===== src/rtl/eth_frame_header_inserter.sv =====
// Ethernet framer: prepends the MAC header (and an optional 802.1Q tag) to a
// byte-wide payload stream. It zero-pads short payloads to MIN_PAYLOAD and
// drives a registered byte stream downstream.
//
// Handshake: a byte moves on either stream only on a clock edge where
// tvalid and tready are both high. m_axis_* come straight from flops and hold
// while m_axis_tready is low. s_axis_tready is combinational and only rises in
// PAYLOAD when the output register can take a new byte.
module eth_frame_header_inserter #(
  parameter int VLAN_EN     = 0,
  parameter int MIN_PAYLOAD = 46
) (
  input  logic        clk,
  input  logic        reset_n,
  input  logic [47:0] hdr_mac_dst,
  input  logic [47:0] hdr_mac_src,
  input  logic [15:0] hdr_eth_type,
  input  logic [15:0] hdr_vlan_tci,
  input  logic [7:0]  s_axis_tdata,
  input  logic        s_axis_tvalid,
  output logic        s_axis_tready,
  input  logic        s_axis_tlast,
  output logic [7:0]  m_axis_tdata,
  output logic        m_axis_tvalid,
  input  logic        m_axis_tready,
  output logic        m_axis_tlast,
  output logic        busy,
  output logic [15:0] frame_count,
  output logic [1:0]  dbg_state
);

  localparam logic [1:0] ST_IDLE    = 2'd0;
  localparam logic [1:0] ST_HEADER  = 2'd1;
  localparam logic [1:0] ST_PAYLOAD = 2'd2;
  localparam logic [1:0] ST_PAD     = 2'd3;

  localparam logic [4:0]  HDR_LAST = (VLAN_EN != 0) ? 5'd17 : 5'd13;
  localparam logic [11:0] MIN_LEN  = 12'(MIN_PAYLOAD);

  logic [1:0]   state;
  logic [4:0]   idx;
  logic [10:0]  count;
  logic [47:0]  dst_q;
  logic [47:0]  src_q;
  logic [15:0]  type_q;
  logic [15:0]  tci_q;
  logic         adv;
  logic [143:0] hdr_vec;
  logic [4:0]   hdr_sel;
  logic [7:0]   hdr_byte;
  logic [11:0]  count_inc;
  logic [10:0]  count_sat;

  assign adv           = !m_axis_tvalid || m_axis_tready;
  assign s_axis_tready = (state == ST_PAYLOAD) && adv;
  assign busy          = (state != ST_IDLE);
  assign dbg_state     = state;
  assign count_inc     = {1'b0, count} + 12'd1;
  assign count_sat     = (count == 11'h7FF) ? count : count_inc[10:0];

  // Full tagged header layout. Untagged frames skip bytes 12..15.
  assign hdr_vec = {dst_q, src_q, 16'h8100, tci_q, type_q};

  // Select the header byte for the current index, skipping the tag if disabled
  always_comb begin
    hdr_sel = idx;
    if (VLAN_EN == 0 && idx >= 5'd12) hdr_sel = idx + 5'd4;
    hdr_byte = 8'h00;
    for (int i = 0; i < 18; i++) begin
      if (hdr_sel == 5'(i)) hdr_byte = hdr_vec[(17 - i) * 8 +: 8];
    end
  end

  // Framing FSM, output register and completed-frame counter
  always_ff @(posedge clk) begin
    if (!reset_n) begin
      state         <= ST_IDLE;
      idx           <= 5'd0;
      count         <= 11'd0;
      dst_q         <= 48'd0;
      src_q         <= 48'd0;
      type_q        <= 16'd0;
      tci_q         <= 16'd0;
      m_axis_tdata  <= 8'h00;
      m_axis_tvalid <= 1'b0;
      m_axis_tlast  <= 1'b0;
      frame_count   <= 16'd0;
    end else begin
      if (m_axis_tvalid && m_axis_tready && m_axis_tlast)
        frame_count <= frame_count + 16'd1;

      case (state)
        ST_IDLE: begin
          if (adv) m_axis_tvalid <= 1'b0;
          if (s_axis_tvalid) begin
            dst_q  <= hdr_mac_dst;
            src_q  <= hdr_mac_src;
            type_q <= hdr_eth_type;
            tci_q  <= hdr_vlan_tci;
            idx    <= 5'd0;
            state  <= ST_HEADER;
          end
        end

        ST_HEADER: begin
          if (adv) begin
            m_axis_tdata  <= hdr_byte;
            m_axis_tvalid <= 1'b1;
            m_axis_tlast  <= 1'b0;
            idx           <= idx + 5'd1;
            if (idx == HDR_LAST) begin
              count <= 11'd0;
              state <= ST_PAYLOAD;
            end
          end
        end

        ST_PAYLOAD: begin
          if (adv) begin
            if (s_axis_tvalid) begin
              m_axis_tdata  <= s_axis_tdata;
              m_axis_tvalid <= 1'b1;
              count         <= count_sat;
              m_axis_tlast  <= 1'b0;
              if (s_axis_tlast) begin
                if (count_inc >= MIN_LEN) begin
                  m_axis_tlast <= 1'b1;
                  state        <= ST_IDLE;
                end else begin
                  state <= ST_PAD;
                end
              end
            end else begin
              m_axis_tvalid <= 1'b0;
            end
          end
        end

        default: begin // ST_PAD
          if (adv) begin
            m_axis_tdata  <= 8'h00;
            m_axis_tvalid <= 1'b1;
            count         <= count_sat;
            m_axis_tlast  <= 1'b0;
            if (count_inc >= MIN_LEN) begin
              m_axis_tlast <= 1'b1;
              state        <= ST_IDLE;
            end
          end
        end
      endcase
    end
  end

endmodule


===== config.mk =====
export PLATFORM = sky130hd
export DESIGN_NAME = eth_frame_header_inserter
export DESIGN_NICKNAME = d
export VERILOG_FILES = /design/src/rtl/eth_frame_header_inserter.sv
export SDC_FILE = /design/constraint.sdc
export NUM_CORES = 1
export LEC_CHECK = 0
export ABC_AREA = 0
export ABC_CLOCK_PERIOD_IN_PS = 5300
export BUFFER_PORTS_ARGS = -buffer_cell sky130_fd_sc_hd__buf_4
export CAP_MARGIN = 20
export CORE_MARGIN = 2
export CORE_UTILIZATION = 62
export CTS_BUF_LIST = sky130_fd_sc_hd__clkbuf_4 sky130_fd_sc_hd__clkbuf_8
export CTS_CLUSTER_SIZE = 10
export DETAILED_ROUTE_END_ITERATION = 10
export MAX_ROUTING_LAYER = met4
export PLACE_DENSITY = 0.95
export SYNTH_ARGS = -nofsm -noshare
export SYNTH_HDL_FRONTEND = slang
export SYNTH_SLANG_ARGS = --single-unit

===== constraint.sdc =====
create_clock -name clk -period 5.3 [get_ports clk]
set_input_delay 1.06 -clock clk [delete_from_list [all_inputs] [get_ports clk]]
set_output_delay 1.06 -clock clk [all_outputs]
set_load 0.02 [all_outputs]

==> summary.md, run 1 <==
| Metric | Value |
|---|---|
| Final #Nets | 1449 |
| DRT Wirelength | 28400 um |
| WHS Endpoint | dst_q[24] |
| Post-Synth XOR/XNOR Area | 0.0223 |
| FF-to-FF path depth | 7 |
| Synth Area per Inst | 7.31 um2 |
| Multiplexer share of the synthesized area | 0.00936 |
| Die area | 0.0150 mm2 |
| Share of cells above drive strength 1 | 0.176 |
| Worst r2r src | idx[2] |
| Critical Path Sink Type | flip-flop |
| Synth Cell Area | 0.00869 mm2 |
| Final min period | 3600 ps |
| Final HPWL from detailed placement | 20200 um |
| Yosys cell types | 74 |
| Post_cts resized | 0 |
| # hold bufs at CTS | 0 |
| First-pass GRT wire length | 43600 um |
| Gate Count Post-Synth | 1188 |
| Worst EP arrival | 4000 ps |
| Largest net degree at the start of global routing | 82 |
| Worst Hold Depth | 2 |
| Area grow syn2layout | 19.4% |
| Rows | 43 |
| GPL Wtd Cong | 1.04 |
| Fin. max-slew vios | 0 |
| Grt total ovfl | 0 |
| CP max FO | 19 |
| Clk slew on worst S/H paths | 90 ps |
| Post-synthesis async set-or-reset flop share | 0 |
| Sequential cell area fraction in the yosys report | 0.396 |
| Initial antenna violation count | 0 |
| Total CTS buffers | 17 |
| #FFs+latches synth | 172 |
| Adder-Cell Fraction of Synth Area | 0.0173 |
| Htree depth | 4 |
| WP data required | 5700 ps |
| Max IR drop VDD | 0.271 mV |
| Simple-Gate Fraction of Synth Area | 0.254 |
| Clock net sink count | 172 |
| Initial DRC count | 1173 |
| Share of the cycle needed by the critical path after routing | 0.679 |
| I/O pins | 171 |
| Slew @ Worst Pin | 955 ps |
| Routed length per instance | 19.1 um |
| Clock skew | 9.73 ps |
| Worst rel slew slack | 0.362 |
| Final antenna-violating net count | 0 |
| Postcts setup bufs | 0 |
| Setup repair after global routing missed its margin | false |
| RR Endpoint | m_axis_tdata[3] |
| Clock latency on the worst-skew pair | 480 ps |
| Via density | 6.32 |
| Die W | 122 um |
| Gr usage total | 0.385 |
| EDFF count, synth | 0 |
| CORE AREA | 0.0138 mm2 |
| Leakage Power | 4.11 nW |
| Post-DP Area | 0.00993 mm2 |
| Final Hold Vio Count | 0 |
| Maximum capacitance violations | 0 |
| Power Dens Cells | 380 mW/mm2 |
| Synth Area in Compound Gates | 0.249 |
| Slowest cell on the critical path | dfxtp_1 |
| Nature of the critical path startpoint | flip-flop |
| Worst reg-to-reg setup slack | 1700 ps |
| F_max | 278 MHz |
| First drt pass iteration count | 6 |
| Status | complete, no violations |
| Vias in the first global route | 8627 |
| Setup CP Type | reg -> reg |
| Worst min path class | reg -> reg |
| TNS Setup | 0 ps |
| Final Cell Area | 0.0104 mm2 |
| Root Buffer | clkbuf_8 |
| Hold Startpoint | dst_q[24] |
| Count of input and output buffers | 170 |
| Ant diodes | 0 |
| Crit path largest cell delay | 750 ps |
| Finished Core Util | 0.753 |
| Initial Utilization | 0.631 |
| Main combinational cell family by area after synthesis | simple AND/OR/NAND/NOR gates |
| Die Y | 122 um |
| Residual DRC | 0 |
| Ys flop type | dfxtp_1 |
| Routed vias | 9407 |
| Crit-path cells | ha_1, a211oi_2, a22oi_2, nor2_2, a221o_1, or4_1, a311oi_1 |
| Final setup violation count | 0 |
| Syn. warnings | 0 |
| Post-Syn Nets | 1341 |
| CTS tree | done |
| Bufs on Longest Clock Path | 2 |
==> through the flow <==
| step | worst slack [ps] | power (mW) | cells | hold WS (ps) |
|---|---|---|---|---|
| floorplan | 2580 | 2.47 | 1188 | 431 |
| global placement | 1870 | 2.84 | 1457 | 442 |
| global route | 1520 | 4.14 | 1488 | 474 |
| CTS | 1800 | 3.91 | 1488 | 459 |
| finish | 1700 | 3.95 | 1488 | 460 |
| detailed placement | 1810 | 2.87 | 1457 | 445 |
==> where the power goes <==
part / switching (mW) / internal (mW) / leakage [nW]
Combinational: 0.838 / 0.427 / 2.48
Sequential: 0.162 / 1.47 / 1.41
Clock: 0.515 / 0.529 / 0.222
Total: 1.52 / 2.43 / 4.11
==> per-layer routing <==
| layer | vias to the layer above | part of all wire | GRT usage |
|---|---|---|---|
| met1 | 4430 | 0.40 | 0.484 |
| met2 | 533 | 0.48 | 0.624 |
| met4 | 0 | 0.032 | 0.121 |
| li1 | 4351 | - | - |
| met5 | - | 0 | - |
| met3 | 93 | 0.092 | 0.0767 |
==> registers in the layout, indices dropped and copies added, names as in the netlist <==
name / cells
dst_q: 48
src_q: 48
frame_count: 16
tci_q: 16
type_q: 16
count: 11
m_axis_tdata: 8
idx: 5
dbg_state: 2
m_axis_tlast: 1
m_axis_tvalid: 1
==> area by class of cell <==
cell class	instances	area (um2)
clock buffer	18	241
timing repair buffer	179	1360
sequential	172	3440
inverter	23	88.8
multi-input combinational	903	4810
tap	180	225
fill	1055	3400
clock inverter	13	203
==> critical path, delay by kind of cell, from the launching register on <==
family | cells | cell delay (ps)
and+or+nand+nor | 2 | 710
DFF | 1 | 750
adders and majority gates | 1 | 630
AOI/OAI and AO/OA | 4 | 1420
==> cells in the mapped netlist, drive strengths merged (5+ instances only) <==
cell / number / area (um2)
ha: 12 / 150
nand2: 322 / 1210
a221oi: 6 / 52.6
o31ai: 8 / 60.1
a211oi: 11 / 100
a21o: 6 / 45.0
nor2b: 6 / 37.5
clkbuf: 69 / 259
xnor2: 5 / 62.6
nor3: 15 / 75.1
buf: 21 / 98.9
a32oi: 5 / 43.8
and2: 12 / 75.1
xor2: 15 / 131
a211o: 5 / 43.8
a21oi: 185 / 926
mux2i: 7 / 70.1
o22ai: 13 / 81.3
o32ai: 7 / 61.3
nor2: 71 / 289
inv: 21 / 78.8
nand3: 27 / 135
o21ai: 56 / 295
nand4: 10 / 62.6
dfxtp: 172 / 3440
or4: 6 / 45.0
a22oi: 5 / 42.5
a31oi: 8 / 50.1
or3: 6 / 37.5
and3: 12 / 75.1
==> cells by family after synthesis <==
kind of cell / Yosys count
muxes: 8
AOI/OAI and AO/OA: 355
and+or+nand+nor: 508
DFF: 172
adders and majority gates: 12
buffers and inverters: 113
xor gates and xnor gates: 20
==> worst max-delay path by stage <==
stage	start	slack, ps	cells past startpoint	endpoint
6_report	idx[2]	1700	7	m_axis_tdata[3]
5_1_grt	idx[2]	1520	7	m_axis_tdata[3]
4_1_cts	idx[2]	1800	8	m_axis_tdata[2]
3_5_place_dp	m_axis_tready	1810	8	m_axis_tdata[2]
3_3_place_gp	m_axis_tready	1870	8	m_axis_tdata[2]
2_1_floorplan	idx[0]	2580	10	m_axis_tdata[3]
==> placed cells by master (no fill, tap or decap), types with 6 or more instances in the layout <==
cell,netlist,layout
a211oi_1,9,9
a21o_1,6,6
a21oi_1,185,185
a221oi_1,6,6
a31oi_1,8,8
and2_1,12,12
and3_1,12,12
buf_4,0,178
clkbuf_8,0,17
dfxtp_1,172,172
ha_1,12,12
inv_1,21,21
mux2i_1,7,7
nand2_1,322,321
nand3_1,27,27
nand4_1,10,10
nor2_1,66,65
nor2b_1,6,6
nor3_1,15,15
o21ai_0,52,52
o22ai_1,13,13
o31ai_1,8,8
o32ai_1,7,7
or3_1,6,6
or4_1,6,6
xor2_1,15,15
No activity file was read; power rests on OpenSTA's default activity.
==> inputs of run 2 (changes only) <==
==> config.mk (replaced) <==
export PLATFORM = sky130hd
export DESIGN_NAME = eth_frame_header_inserter
export DESIGN_NICKNAME = d
export VERILOG_FILES = /design/src/rtl/eth_frame_header_inserter.sv
export SDC_FILE = /design/constraint.sdc
export NUM_CORES = 1
export LEC_CHECK = 0
export ABC_AREA = 1
export ABC_CLOCK_PERIOD_IN_PS = 3700
export BUFFER_PORTS_ARGS = -buffer_cell sky130_fd_sc_hd__buf_4
export CAP_MARGIN = 20
export CORE_MARGIN = 2
export CORE_UTILIZATION = 57
export CTS_BUF_LIST = sky130_fd_sc_hd__clkbuf_4 sky130_fd_sc_hd__clkbuf_8
export CTS_CLUSTER_SIZE = 10
export DETAILED_ROUTE_END_ITERATION = 10
export MAX_ROUTING_LAYER = met4
export PLACE_DENSITY = 0.94
export SYNTH_ARGS = -nofsm -noshare
export SYNTH_HDL_FRONTEND = slang
export SYNTH_SLANG_ARGS = --single-unit
==> constraint.sdc (replaced) <==
create_clock -name clk -period 3.7 [get_ports clk]
set_input_delay 0.74 -clock clk [delete_from_list [all_inputs] [get_ports clk]]
set_output_delay 0.74 -clock clk [all_outputs]
set_load 0.02 [all_outputs]
==> summary.md, run 2 <==
| Metric | Value |
|---|---|
| Root Buffer | clkbuf_8 |
| Sequential cell area fraction in the yosys report | 0.416 |
| # hold bufs at CTS | 0 |
| Yosys cell types | 41 |
| Synth Area in Compound Gates | 0.155 |
| Synth Area per Inst | 6.60 um2 |
| Clock skew | 9.86 ps |
| Sequential Area | 0.00344 mm2 |
| CP max FO | 15 |
| Max IR drop VDD | 0.359 mV |
| Post-Synth XOR/XNOR Area | 0.00953 |
| Final min period | 3150 ps |
| Routed vias | 8383 |
| Die W | 124 um |
| Die area | 0.0155 mm2 |
| #FFs+latches synth | 172 |
| Area grow syn2layout | 21.3% |
| Dpl ws | 516 ps |
| Final antenna-violating net count | 0 |
| DRT Wirelength | 21500 um |
| Synth Cell Area | 0.00827 mm2 |
| DP Cell Count | 1561 |
| Gate Count Post-Synth | 1254 |
| Post-Syn Nets | 1407 |
| Final Worst Setup Slack | 548 ps |
| Clock net sink count | 172 |
| Initial DRC count | 691 |
| EDFF count, synth | 0 |
| WP data required | 4000 ps |
| Post-synthesis async set-or-reset flop share | 0 |
| Status | complete, no violations |
| Postcts setup bufs | 0 |
| Htree depth | 4 |
| Clk slew on worst S/H paths | 90 ps |
| Die Y | 124 um |
| First-pass GRT wire length | 35600 um |
| Largest net degree at the start of global routing | 106 |
| Rows | 44 |
| Via density | 5.26 |
| Maximum capacitance violations | 0 |
| Worst EP arrival | 3460 ps |
| Grt total ovfl | 0 |
| Vias in the first global route | 7752 |
| Final setup violation count | 0 |
| Main combinational cell family by area after synthesis | simple AND/OR/NAND/NOR gates |
| Final HPWL from detailed placement | 15400 um |
| Gr usage total | 0.285 |
| Share of the cycle needed by the critical path after routing | 0.852 |
| CORE AREA | 0.0144 mm2 |
| Count of input and output buffers | 170 |
| Share of cells above drive strength 1 | 0.180 |
| Routed length per instance | 13.5 um |
| Adder-Cell Fraction of Synth Area | 0.0181 |
| Final Hold Vio Count | 0 |
| Area taken by multi-input logic gates | 0.00418 mm2 |
| Commonest non-fill, non-tap cell in the layout | nor2_1 |
| Worst min path class | reg -> reg |
| Cell taking the most area after synthesis | dfxtp_1 |
| Total CTS buffers | 17 |
| Most frequent cells in the layout | nor2_1 (277), nand2_1 (251), buf_4 (179), dfxtp_1 (172), o21ai_0 (158) |
| Residual DRC | 0 |
| Top Registers | dst_q (48), src_q (48) |
| Fin cells | 1594 |
| Simple-Gate Fraction of Synth Area | 0.321 |
| Fin. max-slew vios | 0 |
| GPL Wtd Cong | 0.924 |
| TNS Setup | 0 ps |
| Nature of the critical path startpoint | flip-flop |
| Initial Utilization | 0.576 |
| First drt pass iteration count | 5 |
| Most common cell in the netlist | nor2_1 |
| Multiplexer share of the synthesized area | 0 |
| Worst rel slew slack | 0.302 |
| Setup repair after global routing missed its margin | false |
| Post_cts resized | 0 |
| CTS tree | done |
| Post-synth top area share | 0.416 |
| Clock latency on the worst-skew pair | 470 ps |
| Initial antenna violation count | 1 |
| Slew @ Worst Pin | 1050 ps |
| Synth area leaders | dfxtp_1 (42%), nor2_1 (13%), nand2_1 (11%) |
| Crit path top cell by count | nand2_1 |
| Setup CP Type | reg -> reg |
| F_max | 317 MHz |
| Final #Nets | 1549 |
| Power Dens Cells | 557 mW/mm2 |
| Syn. warnings | 0 |
| Critical Path Sink Type | flip-flop |
| I/O pins | 171 |
| Ys flop type | dfxtp_1 |
| Buf/Inv on CP | 1 |
| Crit path largest cell delay | 410 ps |
| Crit path max-delay family | simple AND/OR/NAND/NOR gates |
| Bufs on Longest Clock Path | 2 |
| Leakage Power | 4.62 nW |
| Slowest cell on the critical path | dfxtp_1 |
| Post-synth top cells | nor2_1 (277), nand2_1 (253), dfxtp_1 (172) |
| Fillers | 1148 |
| Total power | 5.60 mW |
==> run 2: changes by cell type after synthesis, sizes merged, moves of 12 or more <==
cell    previous run  this run
inv               21       113
nand3             27        46
and2              12         0
o22ai             13         0
o21ai             56       161
buf               21         8
clkbuf            69        48
nor2              71       285
a21oi            185        77
nand2            322       265
==> run 2: final cells by class <==
| cell class | instances | share of cell area |
|---|---|---|
| Antenna cell | 1 | 0.000249 |
| Sequential cell | 172 | 0.343 |
| Inverter | 116 | 0.0437 |
| Tap cell | 184 | 0.0229 |
| Clock inverter | 13 | 0.0138 |
| Clock buffer | 19 | 0.0260 |
| Timing Repair Buffer | 179 | 0.134 |
| Multi-Input combinational cell | 910 | 0.416 |
==> run 2: worst paths after layout <==
kind / from / endpoint / slack [ps] / depth (start not counted)
max: idx[0] / m_axis_tdata[4] / 550 / 25
min: type_q[1] / type_q[1] / 460 / 2
max reg2reg: idx[0] / m_axis_tdata[4] / 550 / 25
min reg2reg: type_q[1] / type_q[1] / 460 / 2
==> run 2: kinds of logic (layout without fill, tap and decap cells) <==
kind of cell / Yosys count / in the layout
flops: 172 / 172
buf+inv: 172 / 327
other cells: 0 / 1
simple gates: 639 / 639
compound gates: 250 / 250
xor+xnor: 9 / 9
fa+ha+maj: 12 / 12
==> run 2: routing by layer <==
metal  GRT usage  wire (um)  part of all wire
met1       0.345       8940              0.42
met5           -          0                 0
met4       0.101        591             0.028
met2       0.478      10500              0.49
met3      0.0533       1420             0.066
==> run 2: worst min-delay path: stages, from the launching register on <==
cell and delay (ps):
dfxtp_1 310, inv_1 60, a21oi_1 50
==> run 2: stage by stage <==
stage                     hold WS, ps  cell area (um2)   util
final                             458            10000  0.699
after global routing              492            10000  0.699
after CTS                         461            10000  0.698
after detailed placement          448             9630  0.670
after global placement            441             9630  0.670
after floorplan                   430             8270      -
==> run 2: power by group <==
group | internal (mW) | total (mW) | leakage [nW] | switching [mW]
combinational | 0.624 | 1.85 | 3.00 | 1.23
sequential | 2.21 | 2.42 | 1.42 | 0.209
clock | 0.637 | 1.33 | 0.202 | 0.689
